--- src/rtl/cpu_types_pkg.sv ---
// Shared types for the memory arbiter: RAM handshake state, data word and
// arbiter FSM encoding.
package cpu_types_pkg;

    localparam int WORD_W_DEF = 32;

    typedef logic [WORD_W_DEF-1:0] word_t;

    typedef enum logic [1:0] {
        FREE   = 2'd0,
        BUSY   = 2'd1,
        ACCESS = 2'd2,
        ERROR  = 2'd3
    } ramstate_t;

    typedef enum logic [1:0] {
        IDLE   = 2'd0,
        DGRANT = 2'd1,
        IGRANT = 2'd2
    } arb_state_t;

endpackage

--- src/rtl/rr_picker.sv ---
// Round-robin search: returns the first set request at or above ptr,
// wrapping modulo N.
module rr_picker #(
    parameter int N  = 2,
    parameter int IW = (N > 1) ? $clog2(N) : 1
) (
    input  logic [N-1:0]  req,
    input  logic [IW-1:0] ptr,
    output logic          found,
    output logic [IW-1:0] idx
);

    localparam logic [IW:0] N_W = (IW+1)'(N);

    logic [(1<<IW)-1:0] req_pad_s;
    logic [IW:0]        sum_s;
    logic [IW-1:0]      cand_s;
    logic               hit_s;
    logic               found_s;
    logic [IW-1:0]      idx_s;

    // Scan N candidates starting at ptr; the first hit wins.
    always_comb begin
        req_pad_s        = '0;
        req_pad_s[N-1:0] = req;
        found_s          = 1'b0;
        idx_s            = '0;
        sum_s            = '0;
        cand_s           = '0;
        hit_s            = 1'b0;
        for (int k = 0; k < N; k++) begin
            sum_s   = {1'b0, ptr} + (IW+1)'(k);
            cand_s  = (sum_s >= N_W) ? IW'(sum_s - N_W) : sum_s[IW-1:0];
            hit_s   = ~found_s & req_pad_s[cand_s];
            idx_s   = hit_s ? cand_s : idx_s;
            found_s = found_s | hit_s;
        end
    end

    assign found = found_s;
    assign idx   = idx_s;

endmodule

--- src/rtl/memory_arbiter.sv ---
// Arbitrates per-CPU instruction and data requests onto a single RAM port.
// Data beats instruction; CPUs are served round-robin within each class.
module memory_arbiter
    import cpu_types_pkg::*;
#(
    parameter int CPUS   = 2,
    parameter int WORD_W = 32
) (
    input  logic                   CLK,
    input  logic                   nRST,
    input  logic [CPUS-1:0]        iREN,
    input  logic [CPUS-1:0]        dREN,
    input  logic [CPUS-1:0]        dWEN,
    input  logic [CPUS*WORD_W-1:0] iaddr,
    input  logic [CPUS*WORD_W-1:0] daddr,
    input  logic [CPUS*WORD_W-1:0] dstore,
    output logic [CPUS-1:0]        iwait,
    output logic [CPUS-1:0]        dwait,
    output logic [CPUS*WORD_W-1:0] iload,
    output logic [CPUS*WORD_W-1:0] dload,
    output logic                   ramREN,
    output logic                   ramWEN,
    output logic [WORD_W-1:0]      ramaddr,
    output logic [WORD_W-1:0]      ramstore,
    input  logic [WORD_W-1:0]      ramload,
    input  logic [1:0]             ramstate
);

    localparam int PW = (CPUS > 1) ? $clog2(CPUS) : 1;

    arb_state_t    state_q, state_d;
    logic [PW-1:0] grant_q, grant_d;
    logic [PW-1:0] rr_ptr_q, rr_ptr_d;
    logic [PW-1:0] rr_next_s;
    logic [PW-1:0] d_idx_s, i_idx_s;
    logic          d_found_s, i_found_s;
    logic [CPUS-1:0] d_req_s;
    ramstate_t     ramstate_s;

    assign ramstate_s = ramstate_t'(ramstate);
    assign d_req_s    = dREN | dWEN;

    rr_picker #(.N(CPUS), .IW(PW)) u_dpick (
        .req   (d_req_s),
        .ptr   (rr_ptr_q),
        .found (d_found_s),
        .idx   (d_idx_s)
    );

    rr_picker #(.N(CPUS), .IW(PW)) u_ipick (
        .req   (iREN),
        .ptr   (rr_ptr_q),
        .found (i_found_s),
        .idx   (i_idx_s)
    );

    // Read data is broadcast to every requestor; the wait bits qualify it.
    assign iload = {CPUS{ramload}};
    assign dload = {CPUS{ramload}};

    // With one CPU this always yields zero, so the pointer stays constant.
    assign rr_next_s = (grant_q == PW'(CPUS-1)) ? '0 : grant_q + 1'b1;

    // Next-state, grant bookkeeping and all RAM/wait outputs.
    always_comb begin
        state_d  = state_q;
        grant_d  = grant_q;
        rr_ptr_d = rr_ptr_q;
        iwait    = '1;
        dwait    = '1;
        ramREN   = 1'b0;
        ramWEN   = 1'b0;
        ramaddr  = '0;
        ramstore = '0;
        case (state_q)
            IDLE: begin
                if (d_found_s) begin
                    state_d = DGRANT;
                    grant_d = d_idx_s;
                end else if (i_found_s) begin
                    state_d = IGRANT;
                    grant_d = i_idx_s;
                end else begin
                    state_d = IDLE;
                end
            end
            DGRANT: begin
                ramaddr  = daddr[int'(grant_q)*WORD_W +: WORD_W];
                ramstore = dstore[int'(grant_q)*WORD_W +: WORD_W];
                ramWEN   = dWEN[grant_q];
                ramREN   = dREN[grant_q] & ~dWEN[grant_q];
                // A withdrawn request aborts silently, even if ACCESS arrives.
                if (!d_req_s[grant_q]) begin
                    state_d = IDLE;
                end else if (ramstate_s == ACCESS) begin
                    dwait[grant_q] = 1'b0;
                    state_d        = IDLE;
                    rr_ptr_d       = rr_next_s;
                end else begin
                    state_d = DGRANT;
                end
            end
            IGRANT: begin
                ramaddr = iaddr[int'(grant_q)*WORD_W +: WORD_W];
                ramREN  = 1'b1;
                if (!iREN[grant_q]) begin
                    state_d = IDLE;
                end else if (ramstate_s == ACCESS) begin
                    iwait[grant_q] = 1'b0;
                    state_d        = IDLE;
                    rr_ptr_d       = rr_next_s;
                end else begin
                    state_d = IGRANT;
                end
            end
            default: begin
                state_d = IDLE;
            end
        endcase
    end

    // Grant FSM state, granted CPU and round-robin pointer.
    always_ff @(posedge CLK or negedge nRST) begin
        if (!nRST) begin
            state_q  <= IDLE;
            grant_q  <= '0;
            rr_ptr_q <= '0;
        end else begin
            state_q  <= state_d;
            grant_q  <= grant_d;
            rr_ptr_q <= rr_ptr_d;
        end
    end

endmodule
--- config.mk ---
export PLATFORM = sky130hd
export DESIGN_NAME = memory_arbiter
export DESIGN_NICKNAME = d
export VERILOG_FILES = /design/src/rtl/cpu_types_pkg.sv /design/src/rtl/rr_picker.sv /design/src/rtl/memory_arbiter.sv
export SDC_FILE = /design/constraint.sdc
export NUM_CORES = 1
export LEC_CHECK = 0
export ABC_AREA = 1
export CORE_AREA = 2 2 168 170
export CTS_BUF_LIST = sky130_fd_sc_hd__clkbuf_8 sky130_fd_sc_hd__clkbuf_16
export DETAILED_ROUTE_END_ITERATION = 10
export DIE_AREA = 0 0 170 172
export MAX_ROUTING_LAYER = met4
export PLACE_DENSITY = 0.55
export SLEW_MARGIN = 0
export SYNTH_ARGS = -nofsm -noshare
export SYNTH_HDL_FRONTEND = slang
export SYNTH_HIERARCHICAL = 1
export SYNTH_SLANG_ARGS = --single-unit
--- constraint.sdc ---
create_clock -name CLK -period 1.4 [get_ports CLK]
set_input_delay 0.14 -clock CLK [delete_from_list [all_inputs] [get_ports CLK]]
set_output_delay 0.14 -clock CLK [all_outputs]
set_load 0.1 [all_outputs]
==> flow_summary_export.csv <==
group,metric,value,unit
timing,fmax,0.511,GHz
clocking,clockBufferDepth,2,
timing,setup_viol,73,
timing,whs,0.118,ns
global_routing,grt_start_max_net_pins,43,
setup_path,critical_path.endpoint_type,"output pin",
yosys,postSynthCellCount,555,
yosys,ys_warn_count,6,
setup_path,crit_arrival,1.82,ns
clocking,worstSkewPairLatency,0.24,ns
yosys,yosysSeqAreaShare,0.0340,
timing,grt_setup_unrepaired,"yes",
power_and_ir_drop,ir_drop,0.00141,V
global_routing,grt_pass1_wl,22700,um
timing,fin_skew,0.00706,ns
layout,fin_cells,1079,
floorplan,die-area,29200,sq um
yosys,synth-seq-cells,4,
setup_path,max_stage_delay,0.38,ns
layout,layout-drive-gt1-share,0.451,
timing,maxSlewViolCount,0,
place,port_buffers,271,
global_routing,antenna_found_initial,1,
drt,wl_per_cell,15.3,um
floorplan,io_pins,432,
yosys,synth_nets,793,
hold_path,hp-class,"input pin to asynchronous set/reset pin",
yosys,syn_area,2940,sq um
yosys,ys_types,22,
clocking,htreeDepth,1,
power_and_ir_drop,p_leak,2.89,nW
drt,drt_pass1_iterations,4,
power_and_ir_drop,netSwitchingFraction,0.616,
clocking,cts_buffers,3,
timing,hold_viol,0,
setup_path,path_cells,"inv_2, ha_4, buf_12, clkbuf_16, nor2_1, nor2_1, o21ai_2, a21oi_4, buf_12",
run_status,violations,"negative setup slack",
yosys,syn_avg_cell_area,5.30,sq um
global_routing,grt_overflow,0,
clocking,cts_tree,"done",
global_routing,grtUsageTotal,0.104,
setup_path,worstPathRequired,1.26,ns
timing,slew_headroom,0.782,
floorplan,initial_core_util,0.107,
power_and_ir_drop,power.share.sequential,0.010,
place,routabilityCongestion,0.774,
place,hpwl,12100,um
floorplan,die_w,170,um
run_status,status,"finished with violations",
layout,syn2layout_area_growth,162,%
global_routing,grt_pass1_vias,4078,
drt,drt_iter0_markers,77,
clocking,path_clk_slew,0.04,ns
power_and_ir_drop,power.share.clock,0.023,
clocking,cts-root-buf,"clkbuf_16",
layout,finalNetCount,971,
setup_path,worstPathMaxFanout,5,
timing,period_minus_slack,1.96,ns
power_and_ir_drop,power_density,2630,nW/um^2
floorplan,rows,61,
timing,setup_slack,-0.558,ns
clocking,cts_hold_buf,0,
drt,drc,0,
setup_path,cpMaxStageDelayCell,"dfrtp_1",
drt,viasPerCell,3.80,
clocking,clock-sinks,4,
place,place_inst,1050,
floorplan,core_area,27500,sq um
setup_path,critPathKind,"flip-flop to output pin",
drt,ant_nets,0,
run,maxCapViolCount,0,
timing,fin_crit_sh,1.40,
floorplan,die_h,172,um
power_and_ir_drop,intPower,7.80,mW
power_and_ir_drop,p_sw,12.5,mW
setup_path,cp-start-kind,"flip-flop",
timing,max_slew.worst_pin.slew,0.324,ns
power_and_ir_drop,p_comb_frac,0.967,
layout,post-route-util,0.281,
drt,num_vias,4099,
drt,totalWireLength,16500,um
stage by stage:
stage	power (mW)	TNS, ns	setup WS, ns	cell area (sq um)
floorplan	13.4	-23.73	-0.557	3630
finish	20.3	-31.87	-0.558	7720
detailed placement	18.4	-21.25	-0.459	6740
CTS	20.1	-33.62	-0.564	7370
global route	21.1	-37.53	-0.658	7720
global placement	18.3	-19.84	-0.441	6740
per-layer routing:
metal  part of all wire  routed length, um  GRT usage  up-vias
li1                   -                  -          -     2015
met1               0.37               6080      0.109     1795
met2               0.50               8280      0.184      229
met3              0.084               1390     0.0256       60
met4              0.044                721     0.0483        0
met5                  0                  0          -        -
what timing repair did:
action	CTS	global route
setup endpoints to repair	73	73
gates resized for setup	134	77
pin swaps	24	51
buffers inserted	12	3
gates cloned	5	5
cell type report:
class	instances	area [sq um]
Clock inverter	1	3.75
Multi-Input combinational cell	368	2750
Fill cell	2939	19800
Clock buffer	3	75.1
Tap cell	346	433
Antenna cell	1	2.50
Inverter	20	82.6
Timing Repair Buffer	336	4280
Sequential cell	4	101
layout by cell type (no fill, tap or decap), types with 3 or more instances in the layout:
cell,synthesis,layout
a21oi_2,0,3
clkdlybuf4s50_1,0,201
nor2_4,1,48
buf_4,134,33
buf_12,0,83
a21oi_4,0,33
dfrtp_1,4,3
inv_4,0,3
o21ai_1,39,27
o21ai_2,0,68
clkbuf_16,0,7
inv_2,2,4
nand2_4,0,3
nor2_1,196,128
nor2_2,0,21
nand2_1,19,15
inv_1,18,14
buf_16,0,5
buf_6,1,9
path summary, 6_finish.rpt:
kind	start	to	slack (ns)	cells past startpoint
worst max-delay path	state_q[0]	ramaddr[22]	-0.56	9
worst min-delay path	nRST	rr_ptr_q	0.12	1
worst max register to register	state_q[0]	rr_ptr_q	-0.32	12
worst min register to register	rr_ptr_q	rr_ptr_q	0.49	2
max in group asynchronous	nRST	grant_q	1.09	1
min in group CLK	ramload[24]	dload[24]	0.28	0
power groups by stage:
stage	clock [mW]	sequential, mW	combinational [mW]
4_1_cts	0.477	0.204	19.4
3_3_place_gp	0	0.200	18.1
5_1_grt	0.491	0.212	20.4
3_5_place_dp	0	0.202	18.2
2_1_floorplan	0	0.189	13.2
6_report	0.472	0.203	19.6
registers in the layout, indices dropped and copies added, names as in the netlist:
| name | flops |
|---|---|
| grant_q | 1 |
| rr_ptr_q | 1 |
| state_q | 2 |
cell usage after synthesis (all sizes together):
master  instances  area share
inv            20       0.025
clkbuf         13       0.018
nand2          20       0.026
o21ai          97        0.16
or2             2      0.0042
dfrtp           4       0.034
o211ai          1      0.0026
nor2          197        0.25
ha              4       0.017
a21oi          38       0.065
nand4           2      0.0042
nand3           6       0.012
buf           150        0.37
a31oi           1      0.0021
cell families after synthesis:
group	count (synthesis)	synth area share
AO/OA/AOI/OAI	137	0.234
adder cells (fa/ha/maj)	4	0.0170
buffers and inverters	183	0.414
flip-flops	4	0.0340
AND/OR/NAND/NOR	227	0.300
critical path, delay by kind of cell, from the launching register on:
| kind | cells | cell delay [ns] |
|---|---|---|
| compound gates | 2 | 0.24 |
| simple gates | 2 | 0.16 |
| fa+ha+maj | 1 | 0.22 |
| flops | 1 | 0.38 |
| buf+inv | 4 | 0.58 |
Note: power is estimated with default switching activity, not from simulation.
